<file path="src/rtl/simon_pkg.sv">
// Shared definitions for the Simon game: timer state encoding and default
// counter width, used by tick_timer and by the game FSM.
package simon_pkg;

    // Default width of timer duration / remaining count.
    localparam int TIMER_CNT_WIDTH = 8;

    // Timer control states.
    typedef enum logic {
        TIMER_IDLE = 1'b0,
        TIMER_RUN  = 1'b1
    } timer_state_t;

endpackage

</file>
<file path="src/rtl/tick_timer.sv">
// Tick-driven countdown timer. It loads a duration on start and counts
// divider ticks down to expiry. At expiry it emits a one-cycle done pulse,
// and then either returns to IDLE (one-shot) or reloads itself (periodic).
module tick_timer
    import simon_pkg::*;
#(
    parameter int CNT_WIDTH = TIMER_CNT_WIDTH
) (
    input  logic                 clk,
    input  logic                 rst,
    input  logic                 tick,
    input  logic                 start,
    input  logic                 abort,
    input  logic                 periodic,
    input  logic [CNT_WIDTH-1:0] duration,
    output logic                 busy,
    output logic                 done,
    output logic [CNT_WIDTH-1:0] remaining
);

    localparam logic [CNT_WIDTH-1:0] CNT_ZERO = '0;
    localparam logic [CNT_WIDTH-1:0] CNT_ONE  = {{(CNT_WIDTH-1){1'b0}}, 1'b1};

    timer_state_t         state;
    logic [CNT_WIDTH-1:0] dur_latched;
    logic                 per_latched;

    // busy reflects the registered state directly, so it falls in the same cycle done rises
    assign busy = (state == TIMER_RUN);

    // Timer FSM: abort wins over everything, start is honoured only in IDLE, ticks only in RUN
    always_ff @(posedge clk or posedge rst) begin
        if (rst) begin
            state       <= TIMER_IDLE;
            done        <= 1'b0;
            remaining   <= CNT_ZERO;
            dur_latched <= CNT_ZERO;
            per_latched <= 1'b0;
        end else begin
            done <= 1'b0;
            if (abort) begin
                state     <= TIMER_IDLE;
                remaining <= CNT_ZERO;
            end else begin
                case (state)
                    TIMER_IDLE: begin
                        if (start) begin
                            if (duration != CNT_ZERO) begin
                                // A tick coinciding with the load is not counted
                                state       <= TIMER_RUN;
                                remaining   <= duration;
                                dur_latched <= duration;
                                per_latched <= periodic;
                            end else begin
                                // Zero-length request expires immediately without running
                                done <= 1'b1;
                            end
                        end
                    end
                    TIMER_RUN: begin
                        if (tick) begin
                            if (remaining > CNT_ONE) begin
                                remaining <= remaining - CNT_ONE;
                            end else begin
                                // Expiry: covers remaining==1, and also recovers safely from 0
                                done <= 1'b1;
                                if (per_latched) begin
                                    remaining <= dur_latched;
                                end else begin
                                    state     <= TIMER_IDLE;
                                    remaining <= CNT_ZERO;
                                end
                            end
                        end
                    end
                    default: begin
                        state     <= TIMER_IDLE;
                        remaining <= CNT_ZERO;
                    end
                endcase
            end
        end
    end

endmodule
</file>
<file path="config.mk">
export PLATFORM = sky130hd
export DESIGN_NAME = tick_timer
export DESIGN_NICKNAME = d
export VERILOG_FILES = /design/src/rtl/simon_pkg.sv /design/src/rtl/tick_timer.sv
export SDC_FILE = /design/constraint.sdc
export NUM_CORES = 1
export LEC_CHECK = 0
export BUFFER_PORTS_ARGS = -buffer_cell sky130_fd_sc_hd__buf_2
export CORE_UTILIZATION = 29
export CTS_CLUSTER_SIZE = 40
export DETAILED_ROUTE_END_ITERATION = 16
export PLACE_DENSITY = 0.57
export REMOVE_ABC_BUFFERS = 1
export SETUP_SLACK_MARGIN = 0.5
export SLEW_MARGIN = 20
export SYNTH_ARGS = -nofsm -noshare
export SYNTH_HDL_FRONTEND = slang
export SYNTH_SLANG_ARGS = --single-unit
</file>
<file path="constraint.sdc">
create_clock -name clk -period 1.7 [get_ports clk]
set_input_delay 0 -clock clk [delete_from_list [all_inputs] [get_ports clk]]
set_output_delay 0 -clock clk [all_outputs]
set_load 0.05 [all_outputs]
</file>
==> qor.tcl <==
set qor(cts.htree.levels) 1
set qor(cpPeakStageDelay_ps) 570
set qor(place_area_um2) 1448
set qor(fin_skew_ps) 1.322
set qor(timing.reg2reg.worst_path_depth) 5
set qor(comb_power_share_pct) 55.3
set qor(grt_max_degree) 24
set qor(dpl.cell_count) 203
set qor(ctsLongestPathBuffers) 2
set qor(ant_nets) 0
set qor(ys_ff_latch) 19
set qor(power.share.clock_pct) 15.3
set qor(cts-buffers-inserted) 3
set qor(pwr_dens_nw_per_um2) 1138
set qor(grt_setup_unrepaired) {yes}
set qor(clock_tree_from_tritoncts) {done}
set qor(drt_first_iter_violations) 88
set qor(dp.final_hpwl_um) 2204
set qor(synth_largest_type_area_fraction_pct) 41.90
set qor(ys.warnings.count) 0
set qor(relSlewSlack_pct) 48.92
set qor(highest_attainable_clock_frequency_mhz) 526.2
set qor(crit_path_start) {remaining[2]}
set qor(floorplan.io_pins) 24
set qor(layout_setup_ws_ps) -200.5
set qor(synth_area_um2) 1135
set qor(p_sw_share_pct) 38.30
set qor(clock_transition_at_the_register_clock_pins_on_the_worst_setup_and_hold_paths_after_cts_ps) 70
set qor(initial_utilization_pct) 30.54
set qor(worstPathCellList) {or4_4 > or3_4 > o211a_1 > o21a_1 > o21ai_2}
set qor(grt_util_all_layers_pct) 18.43
set qor(worstPathMaxFanout) 4
set qor(grt_antenna_before_repair) 0
set qor(critical_path.reg2reg.startpoint) {remaining[2]}
set qor(yosys-top-cells-area) {dfrtp_1, mux2_2, nor2_1}
set qor(yosysSeqAreaShare_pct) 41.90
set qor(list_of_most_frequent_post_synthesis_cells) {dfrtp_1, nor2_1, mux2_2, inv_1, o21ai_0}
set qor(num_antenna_cells) 0
set qor(total_vias_in_the_final_route) 1216
set qor(core_region_area_um2) 3716
set qor(die_y_um) 64.56
set qor(grt.overflow.total) 0
set qor(failing_checks) {setup timing}
set qor(worstMarginPinSlew_ps) 765.4
set qor(synthesis.area_per_instance_um2) 9.868
set qor(internal_power_mw) 1.305
set qor(routedWlPerCell_um) 15.83
set qor(num-nets-final) 197
set qor(final_max_slew_viol_count) 0
set qor(total_clock_sinks) 19
set qor(period_needed_ps) 1900
set qor(clkLatencyLatePin_ps) 260
set qor(total_switching_power_uw) 810.3
set qor(floorplan.rows) 22
set qor(via_count_of_the_first_global_routing_pass) 1213
set qor(post_layout_nonfiller_instances) 228
set qor(critical-path-slowest-cell) {or4_4}
set qor(critPathLaunchType) {flip-flop}
set qor(netlist.top_cell.by_area) {dfrtp_1}
set qor(setup_viol) 8
set qor(post_route_cells_drive_above_1_share_pct) 53.89
set qor(report.final.hold_viol_count) 0
set qor(critical_path_class) {reg2reg}
set qor(die_w_um) 64.56
set qor(drv.max_cap_violation_count) 0
set qor(avgViaCountPerCell) 5.333
set qor(drt-pass1-iter-count) 4
set qor(worstHoldPathType) {in2reg}
set qor(pre_cts_slack_ps) -186.0
set qor(synth_top_flop_cell) {dfrtp_1}
set qor(clock-root-buffer) {clkbuf_8}
set qor(design_area_um2) 1859
set qor(worstPathRequired_ps) 1880
set qor(routability_congestion_estimate_from_global_placement) 0.8745
set qor(synth-edff-count) 0
set qor(critical_path.endpoint) {remaining[5]}
set qor(crit-reg2reg-capture) {remaining[5]}
set qor(outcome) {complete, but fails checks}
set qor(final.period_utilization_pct) 111.8
set qor(die_area_um2) 4167
set qor(synthMostInstantiatedCell) {dfrtp_1}
set qor(drc_errors) 0
set qor(wire_length_of_the_first_global_routing_pass_um) 5802
set qor(syn_inst) 115
set qor(drt_wl_total_um) 3609
set qor(power.leakage_nw) 0.8647
set qor(worst_hold_path.num_cells) 2
set qor(syn_to_final_growth_pct) 63.84
set qor(ff2ff_setup_slack_ps) -200
set qor(peakVddDrop_mv) 0.5419
set qor(netlist-cell-type-count) 44
set qor(critPathCaptureType) {flip-flop}
set qor(min-delay-start) {duration[0]}
set qor(sequential_share_of_power_pct) 29.4
set qor(cp.arrival_ps) 2080
set qor(synth_async_sr_flop_share_pct) 100.0
set qor(place.port_buffers) 23
critical path, delay by kind of cell (launching register included):
family	cells	cell delay [ps]
AOI/OAI and AO/OA	3	520
DFF	1	410
and+or+nand+nor	2	900
logic make-up (layout without fill, tap and decap cells):
group	after synthesis	in the layout	share of synthesized area, %
compound gates	33	33	21.83
simple gates	39	39	19.29
flops	19	19	41.90
mux	9	9	8.931
xor+xnor	1	1	0.7719
fa+ha+maj	2	2	2.205
buf+inv	12	77	5.071
worst min-delay path by stage:
stage / end / slack (ps)
2_1_floorplan: busy / -50
3_3_place_gp: done / 160
3_5_place_dp: done / 170
4_1_cts: dur_latched[0] / 3
5_1_grt: dur_latched[0] / 6
6_report: dur_latched[0] / 6
final cells by class:
cell class	count	area [um^2]
Sequential cell	19	475.5
Clock buffer	4	45.04
Tap cell	48	60.06
Timing Repair Buffer	67	511.7
Inverter	6	25.02
Multi-Input combinational cell	84	742.0
Fill cell	337	1857
through the flow:
step,utilization [%],TNS [ps],power [mW],hold slack [ps]
floorplan,-,-15440,1.114,-48.87
global placement,38.96,-800.3,1.429,155.5
detailed placement,38.96,-1123,1.438,172.2
CTS,47.51,-823.1,2.012,3.125
global route,50.03,-1849,2.233,5.948
finish,50.03,-975.8,2.116,6.078
what timing repair did:
| action | 4_1_cts | 5_1_grt |
|---|---|---|
| hold buffers | 3 | 0 |
| cloned | 1 | 0 |
| pin swaps | 15 | 10 |
| resized for setup | 45 | 11 |
| setup buffers | 10 | 7 |
| hold endpoints to repair | 21 | 0 |
| endpoints found under the setup margin | 19 | 21 |
per-layer routing:
layer | routed length, um | vias up | track usage, % | share of wire [%]
met2 | 1781 | 42 | 30.13 | 49
met4 | 65 | 0 | 6.667 | 1.8
met3 | 200 | 6 | 5.106 | 5.5
met5 | 0 | - | 0 | 0
met1 | 1561 | 600 | 23.08 | 43
li1 | - | 568 | - | -
registers in the layout, summed over array words and instances, names as in the netlist:
name / flops
busy: 1
done: 1
dur_latched: 8
per_latched: 1
remaining: 8
cell usage in the layout, fill, tap and decap left out, types with 2 or more instances in the layout:
master,synthesis,final
inv_1,6,3
ha_4,0,2
nand3b_1,2,2
clkbuf_8,0,3
a22o_1,4,4
nor4_1,4,4
mux2_4,0,9
a21oi_1,3,2
nor2_1,10,10
nand4_1,3,3
o21ai_0,6,2
dfrtp_1,19,19
nand2_1,4,4
buf_6,1,9
inv_2,0,2
o211ai_1,2,2
dlygate4sd3_1,0,3
nand3_2,0,2
or3_4,0,2
o21ai_1,0,4
buf_4,1,31
nor3_1,2,2
buf_2,1,21
nand3_1,4,2
power groups by stage:
| stage | Combinational [mW] | Clock (mW) | Sequential [mW] |
|---|---|---|---|
| 2_1_floorplan | 0.355 | 0 | 0.760 |
| 3_3_place_gp | 0.811 | 0 | 0.618 |
| 3_5_place_dp | 0.820 | 0 | 0.618 |
| 4_1_cts | 1.07 | 0.330 | 0.617 |
| 5_1_grt | 1.25 | 0.351 | 0.634 |
| 6_report | 1.17 | 0.323 | 0.623 |
Power figures use the tool's default switching activity.
